[config.mk]
export PLATFORM = sky130hd
export DESIGN_NAME = fp_addsub_flat
export DESIGN_NICKNAME = d
export VERILOG_FILES = /design/src/rtl/fp_pkg.sv /design/src/rtl/fp_addsub_if.sv /design/src/rtl/fp_lzc28.sv /design/src/rtl/fp_addsub.sv /design/src/flat_wrapper.sv
export SDC_FILE = /design/constraint.sdc
export NUM_CORES = 1
export LEC_CHECK = 0
export BUFFER_PORTS_ARGS = -buffer_cell sky130_fd_sc_hd__buf_2
export CAP_MARGIN = 15
export CORE_MARGIN = 2
export CORE_UTILIZATION = 45
export DETAILED_ROUTE_END_ITERATION = 6
export PLACE_DENSITY = 0.73
export SETUP_SLACK_MARGIN = 0.5
export SYNTH_ARGS = -nofsm -noshare
export SYNTH_HDL_FRONTEND = slang
export SYNTH_SLANG_ARGS = --single-unit
[constraint.sdc]
create_clock -name clk -period 15.7 [get_ports clk]
set_clock_uncertainty 0.05 [all_clocks]
set_input_delay 0.785 -clock clk [delete_from_list [all_inputs] [get_ports clk]]
set_output_delay 0.785 -clock clk [all_outputs]
set_load 0.01 [all_outputs]
[src/rtl/fp_pkg.sv]
// Shared types, constants and helpers for the single-precision FP datapath.
package fp_pkg;

    typedef struct packed {
        logic        sign;
        logic [7:0]  exp;
        logic [22:0] frac;
    } fp32_t;

    localparam int          LATENCY  = 4;
    localparam int          EXP_BIAS = 127;
    localparam logic [7:0]  EXP_MAX  = 8'd255;
    localparam logic [31:0] QNAN     = 32'h7FC0_0000;
    localparam logic [31:0] FP_ZERO  = 32'h0000_0000;

    function automatic logic [4:0] lzc28(input logic [27:0] v);
        logic found;
        lzc28 = 5'd28;
        found = 1'b0;
        for (int i = 27; i >= 0; i--) begin
            if (!found && v[i]) begin
                lzc28 = 5'(27 - i);
                found = 1'b1;
            end
        end
    endfunction

endpackage

[src/rtl/fp_addsub_if.sv]
// Operand/result bundle of the FP add unit with its done/serv handshake.
interface fp_addsub_if;
    import fp_pkg::*;

    logic [31:0] op1;
    logic [31:0] op2;
    logic        add_start;
    logic        add_serv;
    logic [31:0] add_result;
    logic        add_done;
    logic        add_busy;

    modport master (
        output op1, op2, add_start, add_serv,
        input  add_result, add_done, add_busy
    );

    modport slave (
        input  op1, op2, add_start, add_serv,
        output add_result, add_done, add_busy
    );

endinterface

[src/rtl/fp_lzc28.sv]
// 28-bit leading-zero counter for post-add normalisation.
module fp_lzc28
    import fp_pkg::*;
(
    input  logic [27:0] value,
    output logic [4:0]  count
);

    assign count = lzc28(value);

endmodule

[src/rtl/fp_addsub.sv]
// Four-stage pipelined IEEE-754 single adder (flush-to-zero, RNE).
module fp_addsub
    import fp_pkg::*;
(
    input  logic         clk,
    input  logic         n_rst,
    fp_addsub_if.slave   bus
);

    fp32_t       a_in, b_in;
    logic [30:0] mag1, mag2;
    logic        swap;
    logic        nan1, nan2, inf1, inf2;
    logic        spec_hit;
    logic [31:0] spec_val;

    assign a_in = bus.op1;
    assign b_in = bus.op2;
    assign mag1 = (a_in.exp == 8'd0) ? 31'd0 : bus.op1[30:0];
    assign mag2 = (b_in.exp == 8'd0) ? 31'd0 : bus.op2[30:0];
    assign swap = mag2 > mag1;

    assign nan1 = (a_in.exp == EXP_MAX) && (a_in.frac != 23'd0);
    assign nan2 = (b_in.exp == EXP_MAX) && (b_in.frac != 23'd0);
    assign inf1 = (a_in.exp == EXP_MAX) && (a_in.frac == 23'd0);
    assign inf2 = (b_in.exp == EXP_MAX) && (b_in.frac == 23'd0);

    always_comb begin
        spec_hit = 1'b1;
        spec_val = QNAN;
        if (nan1 || nan2 || (inf1 && inf2 && (a_in.sign != b_in.sign)))
            spec_val = QNAN;
        else if (inf1)
            spec_val = {a_in.sign, EXP_MAX, 23'd0};
        else if (inf2)
            spec_val = {b_in.sign, EXP_MAX, 23'd0};
        else if (mag1 == 31'd0 && mag2 == 31'd0)
            spec_val = {a_in.sign & b_in.sign, 31'd0};
        else
            spec_hit = 1'b0;
    end

    logic        s1_sign, s1_sub, s1_spec;
    logic [31:0] s1_spec_val;
    logic [7:0]  s1_exp_a, s1_exp_b;
    logic [23:0] s1_man_a, s1_man_b;

    always_ff @(posedge clk) begin
        if (n_rst) begin
            s1_sign     <= 1'b0;
            s1_sub      <= 1'b0;
            s1_spec     <= 1'b0;
            s1_spec_val <= '0;
            s1_exp_a    <= '0;
            s1_exp_b    <= '0;
            s1_man_a    <= '0;
            s1_man_b    <= '0;
        end else begin
            s1_sign     <= swap ? b_in.sign : a_in.sign;
            s1_sub      <= a_in.sign ^ b_in.sign;
            s1_spec     <= spec_hit;
            s1_spec_val <= spec_val;
            s1_exp_a    <= swap ? mag2[30:23] : mag1[30:23];
            s1_exp_b    <= swap ? mag1[30:23] : mag2[30:23];
            s1_man_a    <= swap ? {mag2[30:23] != 8'd0, mag2[22:0]}
                                : {mag1[30:23] != 8'd0, mag1[22:0]};
            s1_man_b    <= swap ? {mag1[30:23] != 8'd0, mag1[22:0]}
                                : {mag2[30:23] != 8'd0, mag2[22:0]};
        end
    end

    // Align B into {man, G, R, S}; anything past R collapses into sticky.
    logic [7:0]  shamt;
    logic [49:0] wide;
    logic [26:0] b_aligned;

    assign shamt = s1_exp_a - s1_exp_b;
    assign wide  = {s1_man_b, 26'd0} >> shamt;

    always_comb begin
        if (shamt >= 8'd27)
            b_aligned = {26'd0, |s1_man_b};
        else
            b_aligned = {wide[49:24], |wide[23:0]};
    end

    logic        s2_sign, s2_sub, s2_spec;
    logic [31:0] s2_spec_val;
    logic [7:0]  s2_exp;
    logic [26:0] s2_man_a, s2_man_b;

    always_ff @(posedge clk) begin
        if (n_rst) begin
            s2_sign     <= 1'b0;
            s2_sub      <= 1'b0;
            s2_spec     <= 1'b0;
            s2_spec_val <= '0;
            s2_exp      <= '0;
            s2_man_a    <= '0;
            s2_man_b    <= '0;
        end else begin
            s2_sign     <= s1_sign;
            s2_sub      <= s1_sub;
            s2_spec     <= s1_spec;
            s2_spec_val <= s1_spec_val;
            s2_exp      <= s1_exp_a;
            s2_man_a    <= {s1_man_a, 3'd0};
            s2_man_b    <= b_aligned;
        end
    end

    logic        s3_sign, s3_spec;
    logic [31:0] s3_spec_val;
    logic [7:0]  s3_exp;
    logic [27:0] s3_sum;

    always_ff @(posedge clk) begin
        if (n_rst) begin
            s3_sign     <= 1'b0;
            s3_spec     <= 1'b0;
            s3_spec_val <= '0;
            s3_exp      <= '0;
            s3_sum      <= '0;
        end else begin
            s3_sign     <= s2_sign;
            s3_spec     <= s2_spec;
            s3_spec_val <= s2_spec_val;
            s3_exp      <= s2_exp;
            s3_sum      <= s2_sub ? {1'b0, s2_man_a} - {1'b0, s2_man_b}
                                  : {1'b0, s2_man_a} + {1'b0, s2_man_b};
        end
    end

    logic [4:0]         lz, lzm1;
    logic [26:0]        norm;
    logic signed [9:0]  e_norm, e_rnd;
    logic               round_up;
    logic [24:0]        rounded;
    logic [22:0]        frac_out;
    logic [31:0]        packed_res;

    fp_lzc28 u_lzc (
        .value (s3_sum),
        .count (lz)
    );

    assign lzm1 = lz - 5'd1;

    always_comb begin
        if (s3_sum[27]) begin
            norm   = {s3_sum[27:2], |s3_sum[1:0]};
            e_norm = signed'({2'b00, s3_exp} + 10'd1);
        end else begin
            norm   = s3_sum[26:0] << lzm1;
            e_norm = signed'({2'b00, s3_exp} - {5'd0, lzm1});
        end
    end

    // Round to nearest even on {lsb, G, R, S} = norm[3:0].
    assign round_up = norm[2] & (norm[1] | norm[0] | norm[3]);
    assign rounded  = {1'b0, norm[26:3]} + {24'd0, round_up};
    assign e_rnd    = rounded[24] ? e_norm + 10'sd1 : e_norm;
    assign frac_out = rounded[24] ? rounded[23:1] : rounded[22:0];

    always_comb begin
        if (s3_spec)
            packed_res = s3_spec_val;
        else if (s3_sum == 28'd0)
            packed_res = FP_ZERO;
        else if (e_norm <= 10'sd0)
            packed_res = {s3_sign, 31'd0};
        else if (e_rnd >= 10'sd255)
            packed_res = {s3_sign, EXP_MAX, 23'd0};
        else
            packed_res = {s3_sign, e_rnd[7:0], frac_out};
    end

    logic [31:0]        result;
    logic               done;
    logic [LATENCY-1:0] vld;

    always_ff @(posedge clk) begin
        if (n_rst) begin
            result <= '0;
            done   <= 1'b0;
            vld    <= '0;
        end else begin
            result <= packed_res;
            vld    <= {vld[LATENCY-2:0], bus.add_start === 1'b1};
            if (vld[LATENCY-2])
                done <= 1'b1;
            else if (bus.add_serv)
                done <= 1'b0;
        end
    end

    assign bus.add_result = result;
    assign bus.add_done   = done;
    assign bus.add_busy   = |vld;

endmodule

[src/flat_wrapper.sv]
// flat-port wrapper written by rule: the top's interface ports become plain ports
module fp_addsub_flat import fp_pkg::*;
  (clk, n_rst, bus_op1, bus_op2, bus_add_start, bus_add_serv, bus_add_result, bus_add_done, bus_add_busy);
  fp_addsub_if bus_i ();
  input  logic clk;
  input  logic n_rst;
  input wire logic [$bits(bus_i.op1)-1:0] bus_op1;
  input wire logic [$bits(bus_i.op2)-1:0] bus_op2;
  input wire logic [$bits(bus_i.add_start)-1:0] bus_add_start;
  input wire logic [$bits(bus_i.add_serv)-1:0] bus_add_serv;
  output wire logic [$bits(bus_i.add_result)-1:0] bus_add_result;
  output wire logic [$bits(bus_i.add_done)-1:0] bus_add_done;
  output wire logic [$bits(bus_i.add_busy)-1:0] bus_add_busy;
  assign bus_i.op1 = bus_op1;
  assign bus_i.op2 = bus_op2;
  assign bus_i.add_start = bus_add_start;
  assign bus_i.add_serv = bus_add_serv;
  assign bus_add_result = bus_i.add_result;
  assign bus_add_done = bus_i.add_done;
  assign bus_add_busy = bus_i.add_busy;
  fp_addsub u_core (.clk(clk), .n_rst(n_rst), .bus(bus_i));
endmodule
# Yosys cells after proc, flatten, opt, wreduce, memory -nomap -nowiden
# Cells that the tools add are included.
totals:
  inputBits: 68
  register_bits: 303
  output_inout_bits: 34
classes:
  magnitude_cmp: 4
  reduce_logical: 82
  n_mux: 82
  addsub: 8
  bitwise: 5
  eq_ne: 4
  shifts: 2
ops:
  columns: ["op", "count"]
  rows:
  - ["$mux 32", 5]
  - ["$mux 31", 5]
  - ["$mux 5", 28]
  - ["$logic_not 31->1", 2]
  - ["$shr 50x8->50", 1]
  - ["$mux 24", 2]
  - ["$reduce_or 24->1", 2]
  - ["$logic_not 23->1", 2]
  - ["$reduce_bool 23->1", 2]
  - ["$mux 1", 35]
  - ["$logic_and 1x1->1", 34]
  - ["$gt 31x31->1", 1]
  - ["$add 27x27->28", 1]
  - ["$logic_not 28->1", 1]
  - ["$mux 28", 1]
  - ["$sub 27x27->28", 1]
  - ["$logic_not 1->1", 27]
  - ["$mux 27", 1]
  - ["$shl 27x5->27", 1]
  - ["$add 24x1->25", 1]
  - ["$mux 23", 1]
  - ["$mux 10", 2]
  - ["$eq 8x8->1 const B", 2]
  - ["$logic_not 8->1", 2]
  - ["19 further kinds", 27]

# Logic depth before layout (Yosys ltp)
# Gate-level depths: netlist of run 1.
logic_depth:
  ltp_word: 95
  ltp_mapped: 27
  ltp_nobuf: 23

# Modules after synthesis
# From an unflattened synthesis of run 1, not the netlist that was laid out.
unflattened:
  cells_unflattened: 1822
  hier_area_um2: 15203.3
by_module_without_submodules:
  columns: ["mod", "area_per_inst_um2", "seq_area_each_um2", "cells_each", "n_inst"]
  rows:
  - ["fp_addsub", 14868.0, 4264.1, 1770, 1]
  - ["fp_lzc28", 335.3, 0.0, 52, 1]

# Least setup slack after synthesis of run 1
# OpenSTA, ideal clock, no wires.
synth_path:
  path_type: "reg-to-reg"
  start: "reg u_core.s3_sum[18]"
  end: "reg u_core.result[17], in the netlist u_core.bus.add_result[17]"
  stages_incl_launch_ff: 25
  setup_time_ns: 0.141
  arrival_ns: 4.857
  synth_period_minus_slack_ns: 5.048
  required_ns: 15.509
  path_slack_ns: 10.652
  path_cell_list: "dfxtp_1 buf_4 nor4_4 and4_1 buf_4 and3_1 nor3_2 nor2_1 buf_2 buf_1 xnor2_1 fa_1 a21oi_1 nor2b_1 o21ai_0 a21oi_1 a21oi_1 inv_1 nor2_1 nand3_1 or4_4 a21oi_2 a21o_4 buf_12 nor3b_2"
synth_via:
  elab_chain_len: 69
  elab_cells_between_ends: 93
synth_lines:
  columns: ["element", "line", "rtl"]
  rows:
  - ["start: declaration", "fp_addsub.sv:115", "logic [27:0] s3_sum;"]
  - ["start signal: assignment", "fp_addsub.sv:129", "s3_sum <= s2_sub ? {1'b0, s2_man_a} - {1'b0, s2_man_b}"]
  - ["$logic_and 1x1->1", "fp_pkg.sv:21", "if (!found && v[i]) begin"]
  - ["$mux 1", "fp_pkg.sv:21", null]
  - ["$logic_not 1->1", "fp_pkg.sv:21", null]
  - ["$logic_and 1x1->1", "fp_pkg.sv:21", null]
  - ["$mux 1", "fp_pkg.sv:21", null]
  - ["$logic_not 1->1", "fp_pkg.sv:21", null]
  - ["$logic_and 1x1->1", "fp_pkg.sv:21", null]
  - ["$mux 1", "fp_pkg.sv:21", null]
  - ["[53 not listed]", null, null]
  - ["$and 1x1->1", "fp_addsub.sv:160", "assign round_up = norm[2] & (norm[1] | norm[0] | norm[3]);"]
  - ["$add 24x1->25", "fp_addsub.sv:161", "assign rounded = {1'b0, norm[26:3]} + {24'd0, round_up};"]
  - ["$mux 10", "fp_addsub.sv:162", "assign e_rnd = rounded[24] ? e_norm + 10'sd1 : e_norm;"]
  - ["$ge 10x9->1", "fp_addsub.sv:172", "else if (e_rnd >= 10'sd255)"]
  - ["$mux 31", "fp_addsub.sv:172", null]
  - ["$mux 31", "fp_addsub.sv:170", "else if (e_norm <= 10'sd0)"]
  - ["$mux 32 (*)", "fp_addsub.sv:168", "else if (s3_sum == 28'd0)"]
  - ["$mux 32 (*)", "fp_addsub.sv:166", "if (s3_spec)"]
  - ["end signal: assignment", "fp_addsub.sv:188", "result <= packed_res;"]
  - ["end: declaration", "fp_addsub.sv:178", "logic [31:0] result;"]
# Mark *: on every way between the ends. The rest lies on a longest branch, timed or not.
# A chain may end at the register's enable or synchronous reset.

# Final worst setup path of run 1
layout_path:
  start: "reg u_core.s3_sum[18]"
  end: "reg u_core.result[22], in the netlist u_core.bus.add_result[22]"
# The elaborated chain is that of the path after synthesis.

==> results of run 1 <==
final cells by class:
| type | instances | area share [%] |
|---|---|---|
| repair buffers | 121 | 3.935 |
| clock inverters | 9 | 0.5386 |
| multi-input cells | 1542 | 60.98 |
| clock buffers | 30 | 3.718 |
| flip-flops and latches | 213 | 25.49 |
| inverters | 88 | 1.982 |
| well taps | 448 | 3.351 |
per-stage QoR:
step | hold slack (ns) | area [um2]
6_report | 0.3838 | 16730
5_1_grt | 0.4059 | 16730
4_1_cts | 0.3858 | 16730
3_5_place_dp | 0.3720 | 16010
3_3_place_gp | 0.3726 | 16010
2_1_floorplan | 0.3638 | 15370
sequential cells by signal (all words and copies together), names as in the netlist, 3 cells and up:
| register | cells |
|---|---|
| u_core.s1_exp_a | 8 |
| u_core.s1_exp_b | 8 |
| u_core.s1_spec_val | 3 |
| u_core.s2_man_b | 27 |
| u_core.s2_man_a | 24 |
| u_core.s1_man_a | 24 |
| u_core.s3_spec_val | 3 |
| u_core.s1_man_b | 24 |
| u_core.vld | 4 |
| u_core.s3_exp | 8 |
| u_core.s2_spec_val | 3 |
| u_core.bus.add_result | 32 |
| u_core.s3_sum | 28 |
| u_core.s2_exp | 8 |
kinds of logic after synthesis:
| kind of cell | Yosys count | synth area share (%) |
|---|---|---|
| AND/OR/NAND/NOR | 804 | 26.36 |
| flip-flops | 213 | 27.74 |
| XOR/XNOR | 65 | 3.752 |
| multiplexers | 88 | 6.862 |
| AO/OA/AOI/OAI | 485 | 20.95 |
| adder cells (fa/ha/maj) | 100 | 8.286 |
| buffers and inverters | 221 | 6.056 |
power breakdown:
part	internal (mW)	leakage [nW]	total [mW]	switching, mW
logic	0.400	4.76	1.10	0.701
clock network	0.297	0.349	0.507	0.210
registers	0.579	1.75	0.614	0.0347
total	1.28	6.85	2.22	0.947
how the worst max path moves through the flow:
stage                           endpoint         startpoint  cells past startpoint  slack (ns)
2_1_floorplan  u_core.bus.add_result[17]  u_core.s3_sum[18]                     24       10.65
3_3_place_gp   u_core.bus.add_result[22]  u_core.s3_sum[27]                     25        9.33
3_5_place_dp   u_core.bus.add_result[22]  u_core.s3_sum[18]                     19        9.25
4_1_cts        u_core.bus.add_result[22]  u_core.s3_sum[18]                     24        9.25
5_1_grt        u_core.bus.add_result[22]  u_core.s3_sum[18]                     24        8.72
6_report       u_core.bus.add_result[22]  u_core.s3_sum[18]                     24        9.08
layout by cell type, fill, tap and decap left out, types with 12 or more instances in the layout:
cell type,count
nor2b_1,68
ha_1,97
o21a_1,16
a211oi_1,31
mux2_2,19
nand3_1,83
a21oi_1,162
mux2i_1,57
nand2b_1,16
and2_1,36
nor4_1,39
inv_1,85
buf_4,21
buf_2,100
o21ai_0,77
xnor2_1,39
nor3_1,48
nand2_1,233
a21o_1,21
or3_1,14
nand4_1,22
dfxtp_1,213
o211ai_1,18
nor2_1,171
a31oi_1,19
clkbuf_16,23
xor2_1,24
mux4_2,12
routing by layer:
| layer | wire length [um] | track usage (%) | vias to the layer above |
|---|---|---|---|
| met5 | 0 | 0 | - |
| met4 | 1816 | 9.976 | 0 |
| met3 | 2806 | 2.421 | 120 |
| met2 | 20270 | 39.88 | 613 |
| met1 | 18960 | 31.24 | 6755 |
| li1 | - | - | 7073 |
critical path, stage by stage (launching register included):
cell      delay [ns]
dfxtp_1         0.45
nor4_4          0.59
and4_1          0.42
and3_1          0.47
nor3_2          0.20
nor2_1          0.14
buf_4           0.30
inv_2           0.24
a31oi_1         0.23
buf_4           0.22
clkinv_2        0.15
ha_1            0.34
nor2b_1         0.15
o21ai_0         0.21
nand2_1         0.10
nor4_1          0.76
nor2_1          0.25
nand4_1         0.17
nor4_1          0.05
nor2_1          0.11
nand2_1         0.09
nor2_1          0.13
o21ai_1         0.10
a21o_4          0.30
o32ai_2         0.29
synthesized netlist by cell type (14+ instances only):
cell,count,area share (%)
nand2_1,234,5.7
dfxtp_1,213,28
nor2_1,171,4.2
a21oi_1,163,5.3
ha_1,97,7.9
clkbuf_1,95,2.3
inv_1,85,2.1
nand3_1,83,2.7
o21ai_0,77,2.5
nor2b_1,68,2.8
mux2i_1,57,3.7
nor3_1,48,1.6
nor4_1,39,1.6
xnor2_1,39,2.2
and2_1,36,1.5
a211oi_1,31,1.5
xor2_1,25,1.4
a21o_1,22,1.1
nand4_1,22,0.90
a31oi_1,19,0.77
mux2_2,19,1.4
o211ai_1,18,0.88
nand2b_1,16,0.65
o21a_1,16,0.78
buf_1,14,0.34
or3_1,14,0.57
==> metrics.txt, run 1 <==
first-pass GRT wire length=70.44 mm; period utilization=42.18%; DRC=0; Tot GR Track Use=23.80%; Worst Reg2Reg Path Length in Cells=24; layout cells sized above 1=13.08%; worst slew pin tran=1.163 ns; RD Place Congestion=0.9862; worst hold stages=1; setup violators final=0; Max rail drop VDD=84.99 uV; PwrDens=132.9 mW/mm2; post-synthesis cell area=0.01537 mm2; fin cells=2451; P_leak=6.853 nW; reg2reg start=u_core.s3_sum[18]; worst min-delay path class=register to register; CTS Buffer Depth=3; Fin Setup TNS=0 ns; Seq cells post-synth=213; Inst Count DP=2412; DR WL/cell=17.89 um; DRT antenna net count=0; GRT overflow=0; largest net degree at the start of global routing=89; CTS resizes=0; synth unique cells=99; vias in the first global route=13503; Via density=5.941; Setup Buffers After CTS=0; DPL Wire Length=33.77 mm; area of the die=0.03565 mm2; Min Clock Period, post-route=6.622 ns; ANT cells=0; # hold bufs at CTS=0; DRT Pass-1 Iters=6; Slew Viols, Final=0; status=complete, no violations; CTS tree=built; final setup margin=9.078 ns; Post-Syn Nets=2144; Post-Synthesis Cells=1976; max-cap check violation count=0; row count=67; CP Max Fanout=23; fmax=0.1510 GHz; register area share after synthesis=27.74%; Layout area overhead=8.807%; H-tree levels=1; Worst-path clk slew=0.06 ns; startpoint types=register; Worst Setup End Kind=register; Clock Sink Count=213; Initial DRC Count=1314; multi-input logic area=0.01020 mm2; share of flip-flops with an asynchronous set or reset=0%; DIE HEIGHT=188.8 um; Primary FF master, synth=dfxtp_1; worst skew pair latency=0.50 ns; Fin. Hold Viols=0; Reg area=0.004264 mm2; Root Driver=clkbuf_16; Crit Path Category=register to register; Final nets=2157; initial antenna violation count=0; max_slew headroom=22.48%; IO Port Bufs=101; Total Power=2.223 mW; fin util=49.76%; Die Wd=188.8 um; r2r setup slk=9.08 ns; Starting Density=45.73%; fillers=3260; YS warnings=0; average cell area after synthesis=7.779 um2; number of synthesized flops with an enable pin=0; hold path endpoint=u_core.s2_spec_val[22]; arrival time worst endpoint=6.99 ns; worst r2r dst=u_core.bus.add_result[22]; Core Area=0.03362 mm2; RSZ-0062 raised after global routing=false; total CTS buffers=23; required time of the critical path=16.07 ns; HP Start=u_core.s1_spec_val[22]; I/O pin count=102; final wirelength=43.85 mm; worst slack, placed=9.253 ns; routed via count=14561
Note: power is estimated with default switching activity, not from simulation.
==> run 2: changes to the inputs <==
==> constraint.sdc (replaced) <==
create_clock -name clk -period 6.9 [get_ports clk]
set_clock_uncertainty 0.05 [all_clocks]
set_input_delay 0.345 -clock clk [delete_from_list [all_inputs] [get_ports clk]]
set_output_delay 0.345 -clock clk [all_outputs]
set_load 0.01 [all_outputs]
==> run 2 against run 1 <==
Sequential share of layout area shrank 0.21 points. Clock power grew 150%. Register-to-register slack lost 8.2 ns. Combinational power grew 130%. Sequential power grew 130%. Wire length grew 3.3%. Count of clock-buffer cells in the layout shrank 3. Die area is the same. Utilization grew 0.41 points. Critical endpoint unchanged. Largest cell class unchanged.
==> metrics.txt, run 2 (synthesis results as in run 1) <==
status=complete, no violations; worst min-delay path class=input port to register; fin cells=2463; Layout area overhead=9.702%; Placed Area=0.01606 mm2; max_slew headroom=37.54%; CTS Buffer Depth=3; startpoint types=register; initial antenna violation count=0; Slew Viols, Final=0; RSZ-0062 raised after global routing=false; Inst Count DP=2418; CP Max Fanout=23; Clock Sink Count=213; fmax=0.1654 GHz; DRC=0; RD Place Congestion=0.9883; Final nets=2166; most common cell after layout, fill and taps aside=nand2_1; Max rail drop VDD=192.2 uV; P_leak=6.924 nW; Starting Density=45.73%; DRT antenna net count=0; fin util=50.17%; max reg flops=32; DIE HEIGHT=188.8 um; hold path endpoint=u_core.s1_sign; GRT overflow=0; period utilization=87.60%; Worst Reg2Reg Path Length in Cells=18; Fin. Hold Viols=0; Fin Setup TNS=0 ns; layout cells sized above 1=13.75%; H-tree levels=1; area of the die=0.03565 mm2; ANT cells=0; Worst-path clk slew=0.06 ns; final setup margin=0.8558 ns; row count=67; reg2reg start=u_core.s3_sum[24]; CTS tree=built; Total Power=5.186 mW; required time of the critical path=7.25 ns; PwrDens=307.5 mW/mm2; DRT Pass-1 Iters=5; max-cap check violation count=0; Via density=5.937; worst r2r dst=u_core.bus.add_result[22]; DPL Wire Length=34.67 mm; Core Area=0.03362 mm2; Worst Setup End Kind=register; worst slew pin tran=0.9133 ns; I/O pin count=102; Die Wd=188.8 um; Final Hold Slack=0.04184 ns; total CTS buffers=23; vias in the first global route=13714; Initial DRC Count=1148; largest net degree at the start of global routing=76; worst hold stages=3; most frequent cells in the layout=nand2_1 (233), dfxtp_1 (213), nor2_1 (171), a21oi_1 (162), buf_2 (100); worst skew pair latency=0.54 ns; Crit Path Category=register to register; arrival time worst endpoint=6.40 ns; DR WL/cell=18.39 um; Min Clock Period, post-route=6.044 ns; Root Driver=clkbuf_16; Final Instance Area=0.01686 mm2; HP Start=bus_op2[31]; worst slack, placed=0.9003 ns; IO Port Bufs=101; Tot GR Track Use=24.73%; routed via count=14623; setup violators final=0; final wirelength=45.31 mm; r2r setup slk=0.86 ns; first-pass GRT wire length=72.20 mm
[run 2: worst max-delay path by stage]
stage / start / to / slack (ns) / cells past startpoint
final: u_core.s3_sum[24] / u_core.bus.add_result[22] / 0.86 / 18
after global routing: u_core.s3_sum[24] / u_core.bus.add_result[22] / 0.52 / 20
after detailed placement: u_core.s3_sum[18] / u_core.bus.add_result[22] / 0.90 / 19
after CTS: u_core.s3_sum[18] / u_core.bus.add_result[22] / 0.90 / 19
after global placement: u_core.s3_sum[18] / u_core.bus.add_result[22] / 1.00 / 19
after floorplan: u_core.s3_sum[18] / u_core.bus.add_result[17] / 1.85 / 24
[run 2: critical path, stage by stage, from the launching register on]
cell	delay, ns
dfxtp_1	0.41
nor4_2	0.50
nand2_1	0.29
a21oi_1	0.33
o21a_1	0.59
nor3_1	0.14
o32ai_1	0.57
a31oi_1	0.21
o22a_1	0.23
o21ai_0	0.18
ha_1	0.31
nand4_1	0.19
nor3_4	0.30
nand4_2	0.14
buf_4	0.20
or4_4	0.55
a21oi_2	0.17
a21o_4	0.35
o32ai_2	0.15
[run 2: timing repair]
action | CTS | global route
hold endpoints to repair | 1 | 0
setup buffers | 0 | 2
hold buffers | 1 | 0
gates resized for setup | 0 | 1
endpoints found under the setup margin | 0 | 3
[run 2: per-layer routing]
layer	track usage, %	vias up	part of all wire [%]
met5	0	-	0
met4	10.76	0	4.5
met3	3.595	131	7.4
met2	41.35	661	46
met1	31.72	6742	42
li1	-	7089	-
[run 2: power by group]
group / leakage (nW) / internal (mW) / switching [mW]
clock: 0.377 / 0.722 / 0.526
combinational: 4.80 / 0.928 / 1.62
sequential: 1.75 / 1.32 / 0.0759
total: 6.92 / 2.97 / 2.22
[run 2: cell type report]
type                    count  area (um2)
fillers                  3216       16750
multi-input cells        1542       10200
flip-flops and latches    213        4264
repair buffers            130       728.2
clock buffers              27       610.6
well taps                 448       560.5
inverters                  88       331.6
clock inverters            15       165.2
